### config.mk
export PLATFORM = sky130hd
export DESIGN_NAME = counter_run_controller
export DESIGN_NICKNAME = d
export VERILOG_FILES = /design/src/rtl/counter_run_controller.sv
export SDC_FILE = /design/constraint.sdc
export NUM_CORES = 1
export LEC_CHECK = 0
export CORE_MARGIN = 1.5
export CORE_UTILIZATION = 40
export CTS_CLUSTER_SIZE = 8
export DETAILED_ROUTE_END_ITERATION = 12
export GPL_ROUTABILITY_DRIVEN = 0
export PLACE_DENSITY_LB_ADDON = 0.25
export SLEW_MARGIN = 10
export SYNTH_ARGS = -nofsm -noshare
export SYNTH_HDL_FRONTEND = slang
export SYNTH_SLANG_ARGS = --single-unit
### constraint.sdc
create_clock -name i_clk -period 1.6 [get_ports i_clk]
set_clock_uncertainty 0.05 [all_clocks]
set_input_delay 0.32 -clock i_clk [delete_from_list [all_inputs] [get_ports i_clk]]
set_output_delay 0.32 -clock i_clk [all_outputs]
set_load 0.1 [all_outputs]
### src/rtl/counter_run_controller.sv
// Run/direction sequencer for the 4-bit count / Fibonacci / 7-segment datapath.
// Optional `FIB_PAUSE_EN: dwell FIB_HOLD extra ticks on each Fibonacci count.
module counter_run_controller #(
  parameter int unsigned TICK_DIV   = 4,
  parameter int unsigned DEB_CYCLES = 3,
  parameter int unsigned FIB_HOLD   = 2
) (
  input  logic       i_clk,
  input  logic       i_reset,
  input  logic       i_switch_in,
  input  logic       i_run_in,
  input  logic [3:0] i_count_in,
  input  logic       i_fib_in,
  output logic       o_switch_out,
  output logic       o_count_en,
  output logic       o_count_dir,
  output logic       o_count_clr,
  output logic [1:0] o_state,
  output logic       o_tick,
  output logic       o_wrap_pulse
);

  localparam int unsigned PW = (TICK_DIV > 2) ? $clog2(TICK_DIV) : 1;
  localparam int unsigned DW = (DEB_CYCLES > 1) ? $clog2(DEB_CYCLES) : 1;
  localparam logic [PW-1:0] TICK_LAST = PW'(TICK_DIV - 1);
  localparam logic [DW-1:0] DEB_LAST  = DW'(DEB_CYCLES - 1);

  typedef enum logic [1:0] {
    StIdle    = 2'b00,
    StRunUp   = 2'b01,
    StRunDown = 2'b10,
    StHold    = 2'b11
  } state_e;

  state_e        r_state;
  logic          r_dir;
  logic          r_sync1;
  logic          r_sync2;
  logic [DW-1:0] r_deb_cnt;
  logic          r_switch;
  logic [PW-1:0] r_presc;
  logic          r_tick;
  logic          w_running;
  logic          w_run_state;
  logic          w_fib_suppress;

  // Switch synchronizer and debounce: count consecutive disagreeing cycles.
  always_ff @(posedge i_clk or posedge i_reset) begin
    if (i_reset) begin
      r_sync1   <= 1'b0;
      r_sync2   <= 1'b0;
      r_deb_cnt <= '0;
      r_switch  <= 1'b0;
    end else begin
      r_sync1 <= i_switch_in;
      r_sync2 <= r_sync1;
      if (r_sync2 == r_switch) begin
        r_deb_cnt <= '0;
      end else if (r_deb_cnt == DEB_LAST) begin
        r_switch  <= r_sync2;
        r_deb_cnt <= '0;
      end else begin
        r_deb_cnt <= r_deb_cnt + DW'(1);
      end
    end
  end

  // Prescaler stops as soon as the FSM is (or is about to be) idle.
  assign w_running = (r_state != StIdle) && i_run_in;

  always_ff @(posedge i_clk or posedge i_reset) begin
    if (i_reset) begin
      r_presc <= '0;
      r_tick  <= 1'b0;
    end else begin
      r_tick <= w_running && (r_presc == TICK_LAST);
      if (!w_running || (r_presc == TICK_LAST)) begin
        r_presc <= '0;
      end else begin
        r_presc <= r_presc + PW'(1);
      end
    end
  end

  // run_in low wins over every other transition.
  always_ff @(posedge i_clk or posedge i_reset) begin
    if (i_reset) begin
      r_state <= StIdle;
      r_dir   <= 1'b0;
    end else begin
      case (r_state)
        StIdle: begin
          if (i_run_in) begin
            r_state <= r_switch ? StRunDown : StRunUp;
            r_dir   <= r_switch;
          end
        end
        StRunUp: begin
          if (!i_run_in) begin
            r_state <= StIdle;
          end else if (r_switch) begin
            r_state <= StHold;
          end
        end
        StRunDown: begin
          if (!i_run_in) begin
            r_state <= StIdle;
          end else if (!r_switch) begin
            r_state <= StHold;
          end
        end
        StHold: begin
          if (!i_run_in) begin
            r_state <= StIdle;
          end else if (r_tick) begin
            r_state <= r_switch ? StRunDown : StRunUp;
            r_dir   <= r_switch;
          end
        end
        default: r_state <= StIdle;
      endcase
    end
  end

  assign w_run_state = (r_state == StRunUp) || (r_state == StRunDown);

`ifdef FIB_PAUSE_EN
  localparam int unsigned HW = (FIB_HOLD > 0) ? $clog2(FIB_HOLD + 1) : 1;
  localparam logic [HW-1:0] HOLD_MAX = HW'(FIB_HOLD);

  logic [HW-1:0] r_hold;

  assign w_fib_suppress = i_fib_in && (r_hold < HOLD_MAX);

  // Counts ticks swallowed on the current Fibonacci value.
  always_ff @(posedge i_clk or posedge i_reset) begin
    if (i_reset) begin
      r_hold <= '0;
    end else if ((r_state == StIdle) || o_count_en) begin
      r_hold <= '0;
    end else if (r_tick && w_run_state && w_fib_suppress) begin
      r_hold <= r_hold + HW'(1);
    end
  end
`else
  logic w_unused_fib;
  assign w_unused_fib   = i_fib_in;
  assign w_fib_suppress = 1'b0;
`endif

  assign o_count_en   = r_tick && w_run_state && !w_fib_suppress;
  assign o_wrap_pulse = o_count_en && (((r_state == StRunUp) && (i_count_in == 4'd15)) ||
                                       ((r_state == StRunDown) && (i_count_in == 4'd0)));
  assign o_count_clr  = (r_state == StIdle);
  assign o_count_dir  = r_dir;
  assign o_state      = r_state;
  assign o_tick       = r_tick;
  assign o_switch_out = r_switch;

endmodule

## Word-level counts from Yosys, hierarchy flattened

Cells that the tools add are included.

| storage, ports and cells | value |
|---|---|
| register bits | 11 |
| input port bits | 9 |
| output and inout bits | 8 |
| word-level logic and storage cells | 57 |

| operators by class | value |
|---|---|
| $add $sub $neg | 2 |
| equality and inequality tests | 13 |
| multiplexer cells | 16 |
| bitwise operators | 1 |
| reduce and logical (&&, ||, !) cells | 17 |

Operators by type and width:

| operator | count |
|---|---|
| $mux 2 | 11 |
| $ne 3x3->1 const B | 3 |
| $eq 2x2->1 const B | 4 |
| $pmux 2 s4 | 1 |
| $reduce_and 4->1 | 2 |
| $logic_and 1x1->1 | 6 |
| $ne 2x2->1 const B | 3 |
| $add 2x1->2 const B | 2 |
| $eq 4x4->1 const B | 1 |
| $logic_not 4->1 | 1 |
| $reduce_bool 2->1 | 2 |
| $logic_or 1x1->1 | 3 |
| $mux 1 | 3 |
| $eq 2x1->1 const B | 1 |
| $logic_not 2->1 | 1 |
| $pmux 1 s2 | 1 |
| $reduce_and 2->1 | 1 |
| $eq 1x1->1 | 1 |
| $logic_not 1->1 | 1 |
| $not 1->1 | 1 |

## Logic depth before layout (Yosys ltp)

Gate-level depths: netlist of run 1.

| depth | value |
|---|---|
| depth in word-level cells | 5 |
| gate-level depth with buffers | 5 |
| mapped depth without buffers | 5 |

## Least setup slack after synthesis of run 1

Ideal clock, no wire load.

| timing | value |
|---|---|
| path type | register to output |
| start point | register r_state[0], in the netlist o_state[0] |
| end point | output port o_wrap_pulse |
| arrival time | 3.762 ns |
| required time | 1.230 ns |
| setup slack | -2.532 ns |
| stages on the path, launching flop included | 5 |
| buffers on the path | 0 |
| cell sequence | dfrtp_1 > inv_1 > ha_1 > and2_1 > a21boi_1 |

| between the ends | value |
|---|---|
| cells in the longest elaborated chain, start to end | 4 |
| elaborated cells on any way between the ends | 8 |
| classes of those cells | eq/ne (2); reduce/logical (6) |

Ends and longest elaborated chain:

| what | RTL line | text |
|---|---|---|
| start: declaration | 35 | `state_e r_state;` |
| start signal: assignment | 88 | `r_state <= StIdle;` |
| start signal: assignment | 94 | `r_state <= r_switch ? StRunDown : StRunUp;` |
| start signal: assignment | 100 | `r_state <= StIdle;` |
| $eq 2x1->1 / $eq 2x2->1 (equally long branches) | 125 | `assign w_run_state = (r_state == StRunUp) \|\| (r_state == StRunDown);` |
| $logic_or 1x1->1 (*) | 125 |  |
| $logic_and 1x1->1 (*) | 151 | `assign o_count_en = r_tick && w_run_state && !w_fib_suppress;` |
| named net o_count_en | 15 | `output logic o_count_en,` |
| $logic_and 1x1->1 (*) | 152 | `assign o_wrap_pulse = o_count_en && (((r_state == StRunUp) && (i_count_in == 4'd15)) \|\|` |
| end: declaration | 20 | `output logic o_wrap_pulse` |

Mark *: on every way through the listed nets, which the timed path passes. The rest lies on a longest branch.

## Final worst setup path of run 1

| timing | value |
|---|---|
| start point | input port i_count_in[1] |
| end point | output port o_wrap_pulse |

| between the ends | value |
|---|---|
| cells in the longest elaborated chain, start to end | 4 |
| elaborated cells on any way between the ends | 6 |
| classes of those cells | eq/ne (1); reduce/logical (5) |

Ends and longest elaborated chain:

| what | RTL line | text |
|---|---|---|
| start: declaration | 12 | `input logic [3:0] i_count_in,` |
| $eq 4x4->1 / $logic_not 4->1 (equally long branches) | 152, 153 |  |
| $logic_and 1x1->1, on equally long branches | 152, 153 |  |
| $logic_or 1x1->1 (*) | 152 |  |
| $logic_and 1x1->1 (*) | 152 |  |

Mark *: on every way between the ends. The rest lies on a longest branch, timed or not.

==> results.md, run 1 <==
* Via count of the first global-routing pass at 491
* Sequential cell area fraction in the yosys report at 49.5%
* Share of async-settable or async-resettable flops after synthesis at 100%
* Footprint of the multi-input gates at 380 um^2
* Compound-Gate Fraction of Synth Area at 8.78%
* Synth Register Bits at 11
* Wire length of the first global-routing pass at 2.15 mm
* Vias per cell at 5.40
* Number of filler cells placed in the layout at 86
* Global-route usage over all layers at 22.3%
* Actual transition at the worst max-transition pin at 0.415 ns
* Cell area after technology mapping at 556 um^2
* Core Footprint at 0.00130 mm^2
* I/O pin cnt at 17
* Floorplan die height at 40.3 um
* Violated checks: setup timing
* Min Clock Period, post-route at 1.93 ns
* CTS tree: built
* Final-report max-slew violation count at 0
* HPWL reported at the end of detailed placement at 953 um
* Largest family of logic cells by synthesized area: simple AND/OR/NAND/NOR gates
* Net count after synthesis at 62
* Final hold violation count at 0
* Maxcap violations at 0
* DRT Wirelength at 1.42 mm
* CTS HTree Levels at 1
* CTS Sinks at 11
* Mapped Avg Cell Area at 11.6 um^2
* Leakage at 0.427 nW
* Number of non-filler instances in the completed layout at 89
* Number of diodes at 0
* Initial antenna violation count at 0
* Root Buffer: sky130_fd_sc_hd__clkbuf_4
* Adder-cell share of the synthesized area at 11.3%
* Endpoint required time on the critical path at 1.23 ns
* Utilization after layout at 78.8%
* Synthesized-area fraction occupied by xor and xnor cells at 1.58%
* Result of the run: finished, violations left
* Detailed-routing iteration count for the pre-antenna-repair pass at 2
* Flip-flop and latch area at 285 um^2
* Data arrival at the endpoint of the critical path at 1.56 ns
* Max_slew headroom at 72.3%
* Full die area at 0.00162 mm^2
* Share of final-layout standard cells stronger than drive strength 1 at 56.8%
* Power density over cell area at 2140 mW/mm^2
* HP Class: primary input to asynchronous set/reset pin
* Number of CTS-inserted buffers at 3
* Initial core utilization at 42.7%
* Maximum buffer depth of the clock tree at 2
* Crit path capture type: output pin
* Largest fanout on the critical path at 2
* Dominant register cell in the synthesized netlist: sky130_fd_sc_hd__dfrtp_1
* Post-synth EDFFs at 0
* Launching element type of the critical path: primary input
* Setup repair after global routing missed its margin: true
* Clock transition time at the flip-flop clock pins of the worst setup and hold paths at 0.07 ns
* Layout Area Growth over Synthesis at 84.5%
* Buffers added on ports at 15
* Worst slack at placement at -0.324 ns
* Yosys cell types at 23
* Total placed cells including tap cells at 82
* Die span in x at 40.3 um
* Number of setup violations in the final report at 6
* Final Net Count at 89
* Total global routing overflow at 0
* Total via count in the routed design at 481
* Syn Inst Count at 48
* Number of design rule violations left after detail routing at 0
* Detail-routed net length per standard cell at 16.0 um
* Pin count of the biggest net entering global routing at 12
* Cts-stage hold buffer count at 0
* Simple logic cell fraction of the synthesized area at 15.5%
* Std cell rows at 13
* Class of the most critical setup path: primary input to output pin
* FMAX at 0.518 GHz
* First-iteration detailed-routing DRC count at 2
* Number of nets still failing antenna checks after routing at 0
* Number of warnings issued by yosys at 0
* Fraction of synthesized area in multiplexers at 9.91%
* Final setup margin at -0.331 ns
* Final period util at 121%
* VDD IR-drop max at 0.00126 V
* Clock insertion delay at the later pin of the skew report at 0.27 ns
[synth_stat cells, drive strengths merged, types with 2 or more instances]
cell type | n | area [um^2]
a21oi | 2 | 10.0
dfrtp | 11 | 275
ha | 5 | 62.6
inv | 5 | 18.8
mux2 | 4 | 45.0
nand2 | 2 | 7.51
nor3 | 2 | 10.0
o21ai | 2 | 10.0
[per-stage QoR]
step | cell area (um^2) | setup TNS, ns | power, mW | hold slack (ns)
2_1_floorplan | 609 | -1.39 | 1.32 | 0.122
4_1_cts | 997 | -0.845 | 2.14 | 0.285
3_5_place_dp | 888 | -0.705 | 1.78 | 0.298
3_3_place_gp | 888 | -0.598 | 1.73 | 0.290
5_1_grt | 1020 | -0.990 | 2.29 | 0.327
6_report | 1020 | -0.694 | 2.19 | 0.278
[power by group]
part           total, mW  internal [mW]  switching (mW)  leakage [nW]
clock network      0.188         0.0966          0.0914        0.0150
logic               1.51          0.678           0.829         0.277
registers          0.499          0.383           0.116         0.135
total               2.19           1.16            1.04         0.427
[cell families after synthesis]
group,count (synthesis)
compound gates,7
xor+xnor,1
fa+ha+maj,5
buf+inv,5
flops,11
mux,5
simple gates,14
[state kept, by name, indices dropped and copies added, names as in the netlist]
register / flops
o_state: 2
r_deb_cnt: 2
r_presc: 2
o_count_dir: 1
o_switch_out: 1
o_tick: 1
r_sync1: 1
r_sync2: 1
[what timing repair did]
item | CTS | global route
endpoints found under the setup margin | 6 | 8
resized for setup | 12 | 4
pin swaps | 4 | 2
setup buffers | 3 | 1
[layer usage]
layer | vias up | part of all wire (%) | track usage (%) | wire length (um)
met2 | 21 | 51 | 39.5 | 731
li1 | 222 | - | - | -
met3 | 9 | 4.9 | 5.00 | 70
met5 | - | 0 | 0 | 0
met1 | 229 | 39 | 22.1 | 550
met4 | 0 | 4.8 | 17.5 | 68
[placed cells by master (no fill, tap or decap)]
master                            synthesis  routed
sky130_fd_sc_hd__nor3_1                   2       2
sky130_fd_sc_hd__mux2_4                   0       4
sky130_fd_sc_hd__dfrtp_2                  0       2
sky130_fd_sc_hd__a31oi_4                  0       1
sky130_fd_sc_hd__buf_12                   0       8
sky130_fd_sc_hd__inv_1                    5       3
sky130_fd_sc_hd__nand2_2                  0       1
sky130_fd_sc_hd__ha_2                     0       1
sky130_fd_sc_hd__nor4b_1                  1       1
sky130_fd_sc_hd__clkbuf_4                 0       3
sky130_fd_sc_hd__nor4_2                   0       1
sky130_fd_sc_hd__inv_4                    0       2
sky130_fd_sc_hd__and3_4                   0       1
sky130_fd_sc_hd__and3b_1                  1       1
sky130_fd_sc_hd__nor2_2                   0       1
sky130_fd_sc_hd__o21ai_0                  2       2
sky130_fd_sc_hd__mux2i_4                  0       1
sky130_fd_sc_hd__clkdlybuf4s50_1          0       7
sky130_fd_sc_hd__nand2b_1                 1       1
sky130_fd_sc_hd__xnor2_1                  1       1
sky130_fd_sc_hd__buf_4                    0       5
sky130_fd_sc_hd__nor4bb_1                 1       1
sky130_fd_sc_hd__a31o_2                   1       1
sky130_fd_sc_hd__dfrtp_1                 11       7
sky130_fd_sc_hd__clkbuf_1                 0       1
sky130_fd_sc_hd__nand2_1                  2       1
sky130_fd_sc_hd__dfrtp_4                  0       2
sky130_fd_sc_hd__nand3b_1                 1       1
sky130_fd_sc_hd__nand3_4                  0       1
sky130_fd_sc_hd__a21oi_1                  2       2
sky130_fd_sc_hd__ha_4                     0       3
sky130_fd_sc_hd__a21boi_4                 0       1
sky130_fd_sc_hd__ha_1                     5       1
sky130_fd_sc_hd__and2_4                   0       1
sky130_fd_sc_hd__buf_6                    0       2
[critical path, stage by stage]
cell,delay [ns]
sky130_fd_sc_hd__clkdlybuf4s50_1,0.44
sky130_fd_sc_hd__nor4_2,0.29
sky130_fd_sc_hd__nand2_1,0.13
sky130_fd_sc_hd__a21boi_4,0.19
sky130_fd_sc_hd__buf_12,0.19
[final cells by class]
class	instances	area share [%]
timing repair buffer	22	28.3
tap	15	1.83
clock buffer	4	2.56
multi-input combinational	32	37.1
inverter	5	2.32
sequential	11	27.8
[final timing paths]
| check | startpoint | to | slack [ns] | cells past startpoint |
|---|---|---|---|---|
| max in group asynchronous | i_reset | o_state[1] | 0.89 | 2 |
| max | i_count_in[1] | o_wrap_pulse | -0.33 | 5 |
| min reg2reg | r_sync1 | r_sync2 | 0.31 | 0 |
| min in group i_clk | r_sync1 | r_sync2 | 0.31 | 0 |
| min | i_reset | o_state[0] | 0.28 | 2 |
| max reg2reg | o_state[0] | o_count_dir | -0.06 | 5 |
(Power assumes the default switching activity.)
==> run 2, diff against run 1 <==
--- a/config.mk
+++ b/config.mk
@@ -8,9 +8,8 @@
 export CORE_MARGIN = 1.5
 export CORE_UTILIZATION = 40
-export CTS_CLUSTER_SIZE = 8
 export DETAILED_ROUTE_END_ITERATION = 12
 export GPL_ROUTABILITY_DRIVEN = 0
 export PLACE_DENSITY_LB_ADDON = 0.25
-export SLEW_MARGIN = 10
+export SLEW_MARGIN = 40
 export SYNTH_ARGS = -nofsm -noshare
 export SYNTH_HDL_FRONTEND = slang
--- a/constraint.sdc
+++ b/constraint.sdc
@@ -3,3 +3,3 @@
 set_input_delay 0.32 -clock i_clk [delete_from_list [all_inputs] [get_ports i_clk]]
 set_output_delay 0.32 -clock i_clk [all_outputs]
-set_load 0.1 [all_outputs]
+set_load 0.01 [all_outputs]
==> results.md, run 2 (synthesis results as in run 1) <==
* Buffers added on ports at 15 (unchanged)
* Total length of routed met2 wires at 695 um (-4.9%)
* VDD IR-drop max at 0.000873 V (-31%)
* First-iteration detailed-routing DRC count at 5 (+3)
* Initial antenna violation count at 0 (unchanged)
* Min Clock Period, post-route at 1.78 ns (-0.153 ns)
* Kind of cell with the highest combined delay on the critical path: buffers and inverters
* Total via count in the routed design at 454 (-5.6%)
* Total global routing overflow at 0 (unchanged)
* CTS HTree Levels at 1 (unchanged)
* Setup slack on the worst flop-to-flop path at -0.07 ns (about the same)
* DR WL met3 at 44 um (-37%)
* CTS Sinks at 11 (unchanged)
* Layout Area Growth over Synthesis at 62.4%
* Violated checks: setup timing
* Cell area after layout at 902 um^2 (-12%)
* Final setup margin at -0.179 ns (+0.153 ns)
* Number of diodes at 0 (unchanged)
* Most frequent cells in the layout: sky130_fd_sc_hd__dfrtp_1, sky130_fd_sc_hd__clkdlybuf4s50_1, sky130_fd_sc_hd__buf_4, sky130_fd_sc_hd__ha_4, sky130_fd_sc_hd__dlygate4sd2_1
* Number of CTS-inserted buffers at 3 (unchanged)
* Detailed-routing wirelength on met1 at 541 um (-1.6%)
* Share of final-layout standard cells stronger than drive strength 1 at 44.0% (-13 points)
* Power density over cell area at 1670 mW/mm^2 (-22%)
* Number of setup violations in the final report at 5 (-1)
* Final Net Count at 90 (+1.1%)
* Worst Setup SP: i_count_in[0]
* Maxcap violations at 0 (unchanged)
* Core Footprint at 0.00130 mm^2 (unchanged)
* Die span in x at 40.3 um (unchanged)
* Slowest library cell on the worst path: sky130_fd_sc_hd__clkdlybuf4s50_1
* Flip-flop and latch area at 277 um^2 (-3.1%)
* Crit path capture type: output pin
* Via count of the first global-routing pass at 439 (-11%)
* FMAX at 0.562 GHz (+8.6%)
* Number of design rule violations left after detail routing at 0 (unchanged)
* Initial core utilization at 42.7% (unchanged)
* Top Layer Used: met4
* Final-report max-slew violation count at 0 (unchanged)
* DRT Wirelength at 1.29 mm (-9.5%)
* Setup repair after global routing missed its margin: true
* Leakage at 0.420 nW (-1.5%)
* Class of the most critical setup path: primary input to output pin
* Maximum buffer depth of the clock tree at 2 (unchanged)
* HPWL reported at the end of detailed placement at 822 um (-14%)
* Final hold violation count at 0 (unchanged)
* Detailed-routing iteration count for the pre-antenna-repair pass at 4 (+2)
* RR Startpoint: o_state[0]
* Std cell rows at 13 (unchanged)
* Vias per cell at 5.04 (-6.7%)
* Total power at 1.50 mW (-31%)
* CTS tree: built
* Number of non-filler instances in the completed layout at 90 (+1.1%)
* Number of buffer and inverter stages on the critical path at 2 (unchanged)
* Total placed cells including tap cells at 84 (+2.4%)
* Reg2Reg Capture Point: o_state[1]
* Wire length of the first global-routing pass at 1.85 mm (-14%)
* Data arrival at the endpoint of the critical path at 1.41 ns (-0.15 ns)
* FF-to-FF path depth at 7 (+2)
* Actual transition at the worst max-transition pin at 0.400 ns (-0.0158 ns)
* Clock transition time at the flip-flop clock pins of the worst setup and hold paths at 0.07 ns (about the same)
* Utilization after layout at 69.3% (-9.4 points)
* Max_slew headroom at 73.3% (+1.1 points)
* Clock insertion delay at the later pin of the skew report at 0.27 ns (about the same)
* Cts-stage hold buffer count at 0 (unchanged)
* Footprint of the multi-input gates at 362 um^2 (-4.9%)
* Detail-routed net length per standard cell at 14.3 um (-11%)
* Cell-by-cell listing of the critical path: clkdlybuf4s50_1 -> nor4_1 -> nand2_1 -> a21boi_2 -> buf_2
* I/O pin cnt at 17 (unchanged)
* Number of filler cells placed in the layout at 108 (+26%)
* Critical Path Sink: o_wrap_pulse
* Worst stage delay on the critical path at 0.43 ns (about the same)
* Pin count of the biggest net entering global routing at 12 (unchanged)
* Full die area at 0.00162 mm^2 (unchanged)
* Largest fanout on the critical path at 2 (unchanged)
* Hold_ws at 0.272 ns (-0.00564 ns)
* Number of gates on the worst path with buffers counted at 5 (unchanged)
* Final period util at 111% (-9.5 points)
* Root Buffer: sky130_fd_sc_hd__clkbuf_4
* Floorplan die height at 40.3 um (unchanged)
* Endpoint required time on the critical path at 1.23 ns (about the same)
* HP Class: primary input to asynchronous set/reset pin
* Global-route usage over all layers at 18.2% (-4.1 points)
* Placed inst area at 772 um^2 (-13%)
* Number of nets still failing antenna checks after routing at 0 (unchanged)
* Result of the run: finished, violations left
* Launching element type of the critical path: primary input
* Leading cell type in the layout, fill and taps excluded: sky130_fd_sc_hd__dfrtp_1
-- run 2: cell types whose count changed in the layout (fill, tap and decap cells not counted), moves of 2 or more --
cell                            change
sky130_fd_sc_hd__dfrtp_4            -2
sky130_fd_sc_hd__dfrtp_1            +3
sky130_fd_sc_hd__inv_2              +2
sky130_fd_sc_hd__buf_2              +2
sky130_fd_sc_hd__inv_4              -2
sky130_fd_sc_hd__buf_12             -8
sky130_fd_sc_hd__dlygate4sd2_1      +4
-- run 2: timing repair --
| action | CTS | global route |
|---|---|---|
| resized for setup | 29 | 10 |
| pin swaps | 6 | 7 |
| endpoints found under the setup margin | 8 | 6 |
| setup buffers | 1 | 1 |
| hold endpoints to repair | 0 | 0 |
-- run 2: final cells by class --
class / count / area share [%]
clock buffer: 4 / 2.91
inverter: 5 / 2.08
multi-input combinational: 32 / 40.1
sequential: 11 / 30.7
tap: 15 / 2.08
timing repair buffer: 23 / 22.2
-- run 2: report_power, final --
| group | leakage (nW) | total, mW | switching (mW) | internal [mW] |
|---|---|---|---|---|
| Sequential | 0.139 | 0.436 | 0.0688 | 0.368 |
| Combinational | 0.266 | 0.874 | 0.386 | 0.487 |
| Clock | 0.0150 | 0.194 | 0.0971 | 0.0967 |
| Total | 0.420 | 1.50 | 0.552 | 0.951 |
-- run 2: through the flow --
stage,setup WS (ns),TNS (ns)
2_1_floorplan,-0.0231,-0.0231
3_3_place_gp,-0.530,-0.920
3_5_place_dp,-0.548,-0.971
4_1_cts,-0.156,-0.225
5_1_grt,-0.248,-0.557
6_report,-0.179,-0.306
-- run 2: worst min path at each step --
stage          startpoint          end  slack [ns]
2_1_floorplan     i_reset  o_count_dir        0.12
4_1_cts           i_reset  o_count_dir        0.28
5_1_grt           r_sync1      r_sync2        0.31
3_5_place_dp      r_sync1      r_sync2        0.29
3_3_place_gp      r_sync1      r_sync2        0.28
6_report          i_reset  o_count_dir        0.27
-- run 2: per-layer routing --
layer	GRT usage, %	up-vias
met5	0	-
met4	12.5	0
met3	3.33	2
met2	30.6	13
met1	20.7	219
li1	-	220
-- run 2: worst reg2reg max path, cell delays in order, from the launching register on --
cell	delay, ns
sky130_fd_sc_hd__dfrtp_1	0.40
sky130_fd_sc_hd__buf_6	0.14
sky130_fd_sc_hd__buf_6	0.11
sky130_fd_sc_hd__ha_4	0.16
sky130_fd_sc_hd__buf_4	0.14
sky130_fd_sc_hd__a21oi_2	0.14
sky130_fd_sc_hd__o21ai_0	0.11
sky130_fd_sc_hd__mux2_1	0.30
